===== config.mk =====
export PLATFORM = sky130hd
export DESIGN_NAME = multicycle_control_flat
export DESIGN_NICKNAME = d
export VERILOG_FILES = /design/src/rtl/multicycle_control_if.sv /design/src/rtl/multicycle_control.sv /design/src/flat_wrapper.sv
export SDC_FILE = /design/constraint.sdc
export NUM_CORES = 1
export LEC_CHECK = 0
export ABC_CLOCK_PERIOD_IN_PS = 3010
export CORE_MARGIN = 4
export CORE_UTILIZATION = 30
export DETAILED_ROUTE_END_ITERATION = 8
export SLEW_MARGIN = 20
export SYNTH_ARGS = -nofsm -noshare
export SYNTH_HDL_FRONTEND = slang
export SYNTH_SLANG_ARGS = --single-unit

===== constraint.sdc =====
create_clock -name clock -period 3.01 [get_ports clock]
set_clock_uncertainty 0.1 [all_clocks]
set_input_delay 0.4515 -clock clock [delete_from_list [all_inputs] [get_ports clock]]
set_output_delay 0.4515 -clock clock [all_outputs]
set_load 0.02 [all_outputs]

===== src/rtl/multicycle_control_if.sv =====
// rtl/multicycle_control_if.sv - control/datapath signal bundle for the multi-cycle MIPS controller
interface multicycle_control_if;
   logic [5:0] Opcode;
   logic       Zero;
   logic       mem_ready;
   logic       PCWrite;
   logic       IorD;
   logic       MemRead;
   logic       MemWrite;
   logic       IRWrite;
   logic       MemToReg;
   logic       RegDst;
   logic       RegWrite;
   logic       ALUSrcA;
   logic [1:0] ALUSrcB;
   logic [1:0] ALUOp;
   logic       PCSource;
   logic [3:0] state;
   logic [1:0] error;

   // Controller side: observes datapath status, drives the control word
   modport master (
      input  Opcode, Zero, mem_ready,
      output PCWrite, IorD, MemRead, MemWrite, IRWrite, MemToReg, RegDst,
             RegWrite, ALUSrcA, ALUSrcB, ALUOp, PCSource, state, error
   );

   // Datapath side: supplies status, consumes the control word
   modport slave (
      output Opcode, Zero, mem_ready,
      input  PCWrite, IorD, MemRead, MemWrite, IRWrite, MemToReg, RegDst,
             RegWrite, ALUSrcA, ALUSrcB, ALUOp, PCSource, state, error
   );
endinterface


===== src/rtl/multicycle_control.sv =====
// rtl/multicycle_control.sv - multi-cycle MIPS control FSM with memory-wait watchdog
module multicycle_control #(
   parameter int WAIT_LIMIT = 255
) (
   input  logic                   clock,
   input  logic                   reset,
   multicycle_control_if.master   bus
);

   typedef enum logic [3:0] {
      IDLE   = 4'd0,
      FETCH  = 4'd1,
      DECODE = 4'd2,
      MEMADR = 4'd3,
      MEMRD  = 4'd4,
      MEMWB  = 4'd5,
      MEMWR  = 4'd6,
      EXEC   = 4'd7,
      RWB    = 4'd8,
      BRANCH = 4'd9,
      ERROR  = 4'd15
   } state_t;

   // Moore part of the control word; fetch/branch mark states whose PC/IR
   // enables are finished combinationally by mem_ready or Zero.
   typedef struct packed {
      logic       fetch;
      logic       branch;
      logic       iord;
      logic       mem_read;
      logic       mem_write;
      logic       mem_to_reg;
      logic       reg_dst;
      logic       reg_write;
      logic       alu_src_a;
      logic [1:0] alu_src_b;
      logic [1:0] alu_op;
      logic       pc_source;
   } ctrl_t;

   localparam logic [5:0] OP_RTYPE = 6'd0;
   localparam logic [5:0] OP_LW    = 6'd35;
   localparam logic [5:0] OP_SW    = 6'd43;
   localparam logic [5:0] OP_BEQ   = 6'd4;
   localparam logic [5:0] OP_BNE   = 6'd5;

   localparam logic [1:0] ERR_NONE    = 2'b00;
   localparam logic [1:0] ERR_OPCODE  = 2'b01;
   localparam logic [1:0] ERR_TIMEOUT = 2'b10;

   localparam logic [7:0] LIMIT = 8'(WAIT_LIMIT);

   // Control word for each state; everything not listed stays 0
   function automatic ctrl_t moore(input state_t s);
      ctrl_t c;
      c = '0;
      case (s)
         FETCH: begin
            c.fetch     = 1'b1;
            c.mem_read  = 1'b1;
            c.alu_src_b = 2'b01;
         end
         DECODE: begin
            c.alu_src_b = 2'b11;
         end
         MEMADR: begin
            c.alu_src_a = 1'b1;
            c.alu_src_b = 2'b10;
         end
         MEMRD: begin
            c.mem_read = 1'b1;
            c.iord     = 1'b1;
         end
         MEMWB: begin
            c.reg_write  = 1'b1;
            c.mem_to_reg = 1'b1;
         end
         MEMWR: begin
            c.mem_write = 1'b1;
            c.iord      = 1'b1;
         end
         EXEC: begin
            c.alu_src_a = 1'b1;
            c.alu_op    = 2'b10;
         end
         RWB: begin
            c.reg_write = 1'b1;
            c.reg_dst   = 1'b1;
         end
         BRANCH: begin
            c.branch    = 1'b1;
            c.alu_src_a = 1'b1;
            c.alu_op    = 2'b01;
            c.pc_source = 1'b1;
         end
         default: c = '0;
      endcase
      return c;
   endfunction

   state_t     st;
   state_t     nxt;
   logic [1:0] err;
   logic [1:0] err_nxt;
   logic [7:0] wd;
   ctrl_t      ctrl;
   logic       waiting;
   logic       timeout;
   logic       taken;

   assign waiting = ((st == FETCH) || (st == MEMRD) || (st == MEMWR)) && !bus.mem_ready;
   assign timeout = waiting && (wd == LIMIT);

   // Next-state and error selection; a completing access always beats the watchdog
   always_comb begin
      nxt     = IDLE;
      err_nxt = err;
      case (st)
         IDLE:   nxt = FETCH;
         FETCH: begin
            if (bus.mem_ready) begin
               nxt = DECODE;
            end else if (timeout) begin
               nxt     = ERROR;
               err_nxt = ERR_TIMEOUT;
            end else begin
               nxt = FETCH;
            end
         end
         DECODE: begin
            if (bus.Opcode == OP_RTYPE) begin
               nxt = EXEC;
            end else if ((bus.Opcode == OP_LW) || (bus.Opcode == OP_SW)) begin
               nxt = MEMADR;
            end else if ((bus.Opcode == OP_BEQ) || (bus.Opcode == OP_BNE)) begin
               nxt = BRANCH;
            end else begin
               nxt     = ERROR;
               err_nxt = ERR_OPCODE;
            end
         end
         MEMADR: nxt = (bus.Opcode == OP_LW) ? MEMRD : MEMWR;
         MEMRD: begin
            if (bus.mem_ready) begin
               nxt = MEMWB;
            end else if (timeout) begin
               nxt     = ERROR;
               err_nxt = ERR_TIMEOUT;
            end else begin
               nxt = MEMRD;
            end
         end
         MEMWB:  nxt = FETCH;
         MEMWR: begin
            if (bus.mem_ready) begin
               nxt = FETCH;
            end else if (timeout) begin
               nxt     = ERROR;
               err_nxt = ERR_TIMEOUT;
            end else begin
               nxt = MEMWR;
            end
         end
         EXEC:   nxt = RWB;
         RWB:    nxt = FETCH;
         BRANCH: nxt = FETCH;
         ERROR:  nxt = ERROR;
         default: begin
            nxt     = IDLE;
            err_nxt = ERR_NONE;
         end
      endcase
   end

   // State, sticky error, watchdog and registered control word; outputs follow the next state
   always_ff @(posedge clock or negedge reset) begin
      if (!reset) begin
         st   <= IDLE;
         err  <= ERR_NONE;
         wd   <= 8'd0;
         ctrl <= '0;
      end else begin
         st   <= nxt;
         err  <= err_nxt;
         ctrl <= moore(nxt);
         if ((nxt != st) || bus.mem_ready) begin
            wd <= 8'd0;
         end else if (waiting) begin
            wd <= wd + 8'd1;
         end
      end
   end

   // Branch decision uses the opcode held in IR during BRANCH
   always_comb begin
      taken = 1'b0;
      if (bus.Opcode == OP_BEQ) begin
         taken = bus.Zero;
      end else if (bus.Opcode == OP_BNE) begin
         taken = !bus.Zero;
      end
   end

   assign bus.PCWrite  = (ctrl.fetch & bus.mem_ready) | (ctrl.branch & taken);
   assign bus.IRWrite  = ctrl.fetch & bus.mem_ready;
   assign bus.IorD     = ctrl.iord;
   assign bus.MemRead  = ctrl.mem_read;
   assign bus.MemWrite = ctrl.mem_write;
   assign bus.MemToReg = ctrl.mem_to_reg;
   assign bus.RegDst   = ctrl.reg_dst;
   assign bus.RegWrite = ctrl.reg_write;
   assign bus.ALUSrcA  = ctrl.alu_src_a;
   assign bus.ALUSrcB  = ctrl.alu_src_b;
   assign bus.ALUOp    = ctrl.alu_op;
   assign bus.PCSource = ctrl.pc_source;
   assign bus.state    = st;
   assign bus.error    = err;

endmodule


===== src/flat_wrapper.sv =====
// flat-port wrapper written by rule: the top's interface ports become plain ports
module multicycle_control_flat 
#(
   parameter int WAIT_LIMIT = 255
)
  (clock, reset, bus_Opcode, bus_Zero, bus_mem_ready, bus_PCWrite, bus_IorD, bus_MemRead, bus_MemWrite, bus_IRWrite, bus_MemToReg, bus_RegDst, bus_RegWrite, bus_ALUSrcA, bus_ALUSrcB, bus_ALUOp, bus_PCSource, bus_state, bus_error);
  multicycle_control_if bus_i ();
  input  logic clock;
  input  logic reset;
  input wire logic [$bits(bus_i.Opcode)-1:0] bus_Opcode;
  input wire logic [$bits(bus_i.Zero)-1:0] bus_Zero;
  input wire logic [$bits(bus_i.mem_ready)-1:0] bus_mem_ready;
  output wire logic [$bits(bus_i.PCWrite)-1:0] bus_PCWrite;
  output wire logic [$bits(bus_i.IorD)-1:0] bus_IorD;
  output wire logic [$bits(bus_i.MemRead)-1:0] bus_MemRead;
  output wire logic [$bits(bus_i.MemWrite)-1:0] bus_MemWrite;
  output wire logic [$bits(bus_i.IRWrite)-1:0] bus_IRWrite;
  output wire logic [$bits(bus_i.MemToReg)-1:0] bus_MemToReg;
  output wire logic [$bits(bus_i.RegDst)-1:0] bus_RegDst;
  output wire logic [$bits(bus_i.RegWrite)-1:0] bus_RegWrite;
  output wire logic [$bits(bus_i.ALUSrcA)-1:0] bus_ALUSrcA;
  output wire logic [$bits(bus_i.ALUSrcB)-1:0] bus_ALUSrcB;
  output wire logic [$bits(bus_i.ALUOp)-1:0] bus_ALUOp;
  output wire logic [$bits(bus_i.PCSource)-1:0] bus_PCSource;
  output wire logic [$bits(bus_i.state)-1:0] bus_state;
  output wire logic [$bits(bus_i.error)-1:0] bus_error;
  assign bus_i.Opcode = bus_Opcode;
  assign bus_i.Zero = bus_Zero;
  assign bus_i.mem_ready = bus_mem_ready;
  assign bus_PCWrite = bus_i.PCWrite;
  assign bus_IorD = bus_i.IorD;
  assign bus_MemRead = bus_i.MemRead;
  assign bus_MemWrite = bus_i.MemWrite;
  assign bus_IRWrite = bus_i.IRWrite;
  assign bus_MemToReg = bus_i.MemToReg;
  assign bus_RegDst = bus_i.RegDst;
  assign bus_RegWrite = bus_i.RegWrite;
  assign bus_ALUSrcA = bus_i.ALUSrcA;
  assign bus_ALUSrcB = bus_i.ALUSrcB;
  assign bus_ALUOp = bus_i.ALUOp;
  assign bus_PCSource = bus_i.PCSource;
  assign bus_state = bus_i.state;
  assign bus_error = bus_i.error;
  multicycle_control #(.WAIT_LIMIT(WAIT_LIMIT)) u_core (.clock(clock), .reset(reset), .bus(bus_i));
endmodule

Word level (Yosys, flattened, before mapping). Index checks and enable logic that the tools add are counted.

Bits in registers: 27. Bits in read-only memories: 0. Bits of input ports: 10. Bits in writable memories: 0. Bits in latches: 0. Memories kept: 0. Output and inout bits: 20.

Reduce and logical (&&, ||, !) cells: 20. Order comparisons: 0. Shifts and indexed selects: 0. Divide/modulo/power cells: 0. Bitwise operators: 4. Multiply operators: 0. Muxes and demuxes: 32. $add $sub $neg: 1. Eq/ne operators: 30.

Operators with widths (count): $eq A4 B3 Y1 const B (8); $mux W4 (8); $pmux W4 S8 (1); $eq A4 B4 Y1 const B (5); $eq A4 B2 Y1 const B (4); $mux W8 (2); $eq A6 B3 Y1 const B (2); $eq A6 B6 Y1 const B (2); $mux W2 (6); $pmux W2 S3 (2); $mux W1 (11); $add A8 B1 Y8 const B (1); $eq A4 B1 Y1 const B (2); $eq A8 B8 Y1 const B (1); $ne A2 B2 Y1 const B (4); $reduce_or A7 Y1 (1); $logic_not A6 Y1 (1); $reduce_and A6 Y1 (1); $reduce_or A2 Y1 (3); $reduce_or A3 Y1 (2); $logic_or A1 B1 Y1 (5); $logic_not A4 Y1 (1); $ne A4 B4 Y1 (1); $pmux W2 S2 (1); other kinds (9) (12).

Logic depth before layout (Yosys ltp).
Depth after elaboration: 11. Gate-level depth with buffers: 9. Mapped depth without buffers: 8.

Worst setup path before layout. OpenSTA, ideal clock, no wires.

Path type: flip-flop to flip-flop. Start: register u_core.st[0], in the netlist u_core.bus.state[0]. End: register u_core.err[1], in the netlist u_core.bus.error[1]. Arrival time: 2.155 ns. Path buffers: 1. Slack: 0.669 ns. Stages on the path, launching flop included: 8. Required time: 2.824 ns. Path through: dfrtp_1 clkbuf_8 or3b_2 a21boi_2 a211oi_2 clkinv_2 mux2_4 o221ai_2.

Longest elaborated chain between the ends: 7. Elaborated cells between the ends (all ways): 25. Classes of those cells: eq/ne: 15; mux: 1; bitwise: 1; reduce/logical: 8.

Ends and longest elaborated chain: from (decl) (line multicycle_control.sv:101) `state_t st;`; from (signal assigned) (line multicycle_control.sv:183) `st <= nxt;`; $eq A4 B1 Y1 or $eq A4 B3 Y1 (tied branches) (line multicycle_control.sv:111, multicycle_control.sv:118); $logic_or A1 B1 Y1 (2 in series) (line multicycle_control.sv:111) `assign waiting = ((st == FETCH) || (st == MEMRD) || (st == MEMWR)) && !bus.mem_ready;`; $logic_and A1 B1 Y1 (line multicycle_control.sv:111); $logic_and A1 B1 Y1 (line multicycle_control.sv:112) `assign timeout = waiting && (wd == LIMIT);`; $ne A2 B1 Y1 (no source line); $reduce_and A6 Y1 (no source line); to (signal assigned) (line multicycle_control.sv:184) `err <= err_nxt;`; to (decl) (line multicycle_control.sv:103) `logic [1:0] err;`.

Several ways; a longest one is shown, not always the timed one. A chain may end at the register's enable or synchronous reset.

Worst setup path in the final report.
Start: input bus_Opcode[1]. End: output bus_PCWrite.

Longest elaborated chain between the ends: 5. Elaborated cells between the ends (all ways): 6. Classes of those cells: eq/ne: 2; mux: 2; bitwise: 2.

Ends and longest elaborated chain: from (decl) (line flat_wrapper.sv:10) `input wire logic [$bits(bus_i.Opcode)-1:0] bus_Opcode;`; $eq A6 B3 Y1 (line multicycle_control.sv:199) `end else if (bus.Opcode == OP_BNE) begin`; $mux W1 (line multicycle_control.sv:199); $mux W1 * (line multicycle_control.sv:197) `if (bus.Opcode == OP_BEQ) begin`; $and A1 B1 Y1 * (line multicycle_control.sv:204) `assign bus.PCWrite = (ctrl.fetch & bus.mem_ready) | (ctrl.branch & taken);`; $or A1 B1 Y1 * (line multicycle_control.sv:204); to (decl) (line flat_wrapper.sv:13) `output wire logic [$bits(bus_i.PCWrite)-1:0] bus_PCWrite;`.

Every way passes the cells marked *; elsewhere a longest branch is shown, timed or not.

==> metrics.md <==
| Metric | Value |
|---|---|
| Clk_lat worst skew | `0.27 ns` |
| Diode count | `0` |
| P_sw | `a little under 800 uW` |
| Compound-Gate Fraction of Synth Area | `0.184` |
| GRT overflow | `0` |
| Critical Path, Cell by Cell | `clkdlybuf4s50_1, or3_4, nor3_1, a31o_2, clkdlybuf4s50_1` |
| Filler cell count | `503` |
| R2R cell count | `6` |
| Reg power frac | `0.280` |
| Leak pwr | `~0.8 nW` |
| Cell internal pwr | `1.08 mW` |
| Worst Path Max Fanout | `3` |
| Setup TNS Final | `0 ns` |
| Post-Synthesis Cells | `160` |
| Fin crit share | `0.962` |
| Starting DRT DRC Count | `64` |
| Die width | `roughly 79 um` |
| Critical R2R Launch | `u_core.bus.state[3]` |
| GP Congestion | `0.823` |
| Layout net count | `203` |
| Worst path arrival time | `approximately 2.3 ns` |
| Vias in the first global route | `about 1300` |
| # DRC | `0` |
| Critical path's largest stage delay | `0.59 ns` |
| Mapped cell area | `around 1500 um^2` |
| CTS tree | `done` |
| Avg Inst Size Synth | `9.52 um^2` |
| Reg2reg end | `u_core.bus.ALUOp[1]` |
| Simple-gate share of the synthesized area | `0.222` |
| Slowest cell on crit path | `clkdlybuf4s50_1` |
| Setup bufs post-CTS | `0` |
| Aggregate routed wire length | `between 3000 and 4000 um` |
| Status | `completed` |
| Clock input transition at the sequential cells of the worst setup and hold paths | `approximately 0.090 ns` |
| Most frequent cells in the layout | `29 x clkdlybuf4s50_1, 26 x dfrtp_1, 24 x nor2_1` |
| RSZ-0062 raised after global routing | `false` |
| Reg-to-reg setup timing slack | `around 0.50 ns` |
| Num CTS Buffers | `3` |
| Hold Crit Class | `primary input to async pin` |
| Synth top area cells | `dfrtp_1 43%, nor2_1 5.9%, nand2_1 3.2%` |
| Initial Utilization | `0.316` |
| DR vias | `about 1300` |
| Crit Path Category | `primary input to primary output` |
| Total routing usage reported by global routing | `0.124` |
| Via density | `approximately 4.9` |
| Post-DP HPWL | `2640 um` |
| Drt pass-1 iters | `4` |
| Post-Synth Adder-Cell Area | `0.00822` |
| Pwr/cell area | `approximately 960 nW/um^2` |
| Max VDD drop | `0.565 mV` |
| Sequential share of the synthesized area | `0.427` |
| Comb pwr share | `0.565` |
| Buffers on Ports | `29` |
| Die H | `79.2 um` |
| Sw frac | `0.417` |
| Global-route wire length before repair | `roughly 6300 um` |
| Critical Path End Type | `primary output` |
| Area leader, netlist | `dfrtp_1` |
| Wirelength per Cell | `between 10 and 15 um` |
| Async set-reset flop share out of synthesis | `1.00` |
| Largest net degree at the start of global routing | `27` |
| Max-slew violation count | `0` |
| YS warnings | `0` |
| Clk buf depth | `2` |
| Max Fclk | `about 350 MHz` |
| Root Buffer | `clkbuf_8` |
| Die area | `6280 um^2` |
| XOR/XNOR Fraction of Synth Area | `0.0575` |
| Commonest non-fill, non-tap cell in the layout | `clkdlybuf4s50_1` |
| Worst setup SP type | `primary input` |
| Finish-stage setup viols | `0` |
| Clock power frac | `0.155` |
| Register bit total from synthesis | `26` |
| Max-cap viol count | `0` |
| Fin crit period | `2.90 ns` |
| Rows | `25` |
| CTS H-tree lvls | `1` |
| Initial antenna violation count | `0` |
| Most frequent cell on the critical path | `clkdlybuf4s50_1` |
| Cell variety after synth | `58` |
| Combinational family with the most area after synthesis | `simple AND/OR/NAND/NOR gates` |
| Top cell type's share of synthesized area | `0.427` |
| Post-DRT Antenna Nets | `0` |
| Multiplexer area fraction after synthesis | `0.0164` |
| Layout cells sized above 1 | `0.157` |
| Post-synth top flop | `dfrtp_1` |
| Syn nets | `~170` |
| Cts hold-fix bufs | `0` |
| Core ar. | `~4800 um^2` |
| Fin. Hold Viols | `0` |
| Slew margin rel. | `0.525` |
| Layout Utilization | `0.403` |
| Total power | `between 1.5 and 2 mW` |
| IO Count | `30` |
| Clock sinks | `26` |
| Post-synth EDFFs | `0` |
| Area grow syn2layout | `27.4%` |
| CP Data Required Time | `2.46 ns` |
| Least-Margin Pin Slew | `0.703 ns` |
| CTS resizes | `0` |
==> synthesized netlist by cell type (3+ instances only) <==
master,n
nand3_1,4
dfrtp_1,26
nor3_1,5
clkbuf_8,3
nor2_1,24
nand2_1,13
buf_4,4
nand4_1,6
inv_1,6
a21oi_1,7
xor2_1,5
xnor2_1,5
==> through the flow <==
stage | hold slack, ns | std cells | cell area [um^2] | setup slack, ns
finish | 0.435 | 258 | 1940 | 0.114
global route | 0.467 | 258 | 1940 | 0.0635
CTS | 0.454 | 258 | 1940 | 0.0949
detailed placement | 0.437 | 254 | 1870 | 0.102
global placement | 0.426 | 254 | 1870 | 0.130
floorplan | 0.0559 | 160 | 1520 | 0.669
==> area by class of cell <==
| type | count | area, um^2 | area share |
|---|---|---|---|
| Tap cell | 67 | 83.8 | 0.0432 |
| Clock inverter | 1 | 30.0 | 0.0155 |
| Sequential cell | 26 | 651 | 0.335 |
| Inverter | 8 | 33.8 | 0.0174 |
| Clock buffer | 3 | 41.3 | 0.0213 |
| Timing Repair Buffer | 38 | 358 | 0.184 |
| Multi-Input combinational cell | 115 | 743 | 0.383 |
==> metal layers <==
| layer | share of wire | track usage | vias up |
|---|---|---|---|
| met3 | 0.026 | 0.0272 | 4 |
| met2 | 0.44 | 0.183 | 20 |
| met1 | 0.52 | 0.183 | 599 |
| met5 | 0 | 0 | - |
| met4 | 0.0097 | 0.0344 | 0 |
| li1 | - | - | 629 |
==> power by group through the flow <==
stage          registers, mW  logic (mW)  clock network (mW)
2_1_floorplan          0.560       0.703                   0
3_3_place_gp           0.525        1.06                   0
3_5_place_dp           0.526        1.05                   0
4_1_cts                0.519        1.06               0.298
5_1_grt                0.536        1.16               0.309
6_report               0.520        1.05               0.288
==> logic make-up (layout without fill, tap and decap cells) <==
group / count (synthesis) / in the layout
AND/OR/NAND/NOR: 68 / 68
flip-flops: 26 / 26
buffers and inverters: 19 / 50
XOR/XNOR: 10 / 10
AO/OA/AOI/OAI: 34 / 34
adder cells (fa/ha/maj): 1 / 1
multiplexers: 2 / 2
==> worst max-delay path by stage <==
stage	slack, ns	end	depth (start not counted)	from
final	0.11	bus_PCWrite	5	bus_Opcode[1]
after detailed placement	0.10	bus_PCWrite	5	bus_Opcode[1]
after global routing	0.06	bus_PCWrite	5	bus_Opcode[1]
after CTS	0.09	bus_PCWrite	5	bus_Opcode[1]
after global placement	0.13	bus_PCWrite	5	bus_Opcode[1]
after floorplan	0.67	u_core.bus.error[1]	7	u_core.bus.state[0]
==> flip-flops by register name, summed over array words and instances (netlist names), 2 cells and up <==
register and flops:
u_core.wd 8, u_core.bus.ALUSrcB 2, u_core.bus.state 4, u_core.bus.ALUOp 2
u_core.bus.error 2
==> worst max-delay path: cells and delay by family <==
family / cells / cell delay, ns
buf+inv: 2 / 1.02
simple gates: 2 / 0.66
compound gates: 1 / 0.21
Note: power is estimated with default switching activity, not from simulation.
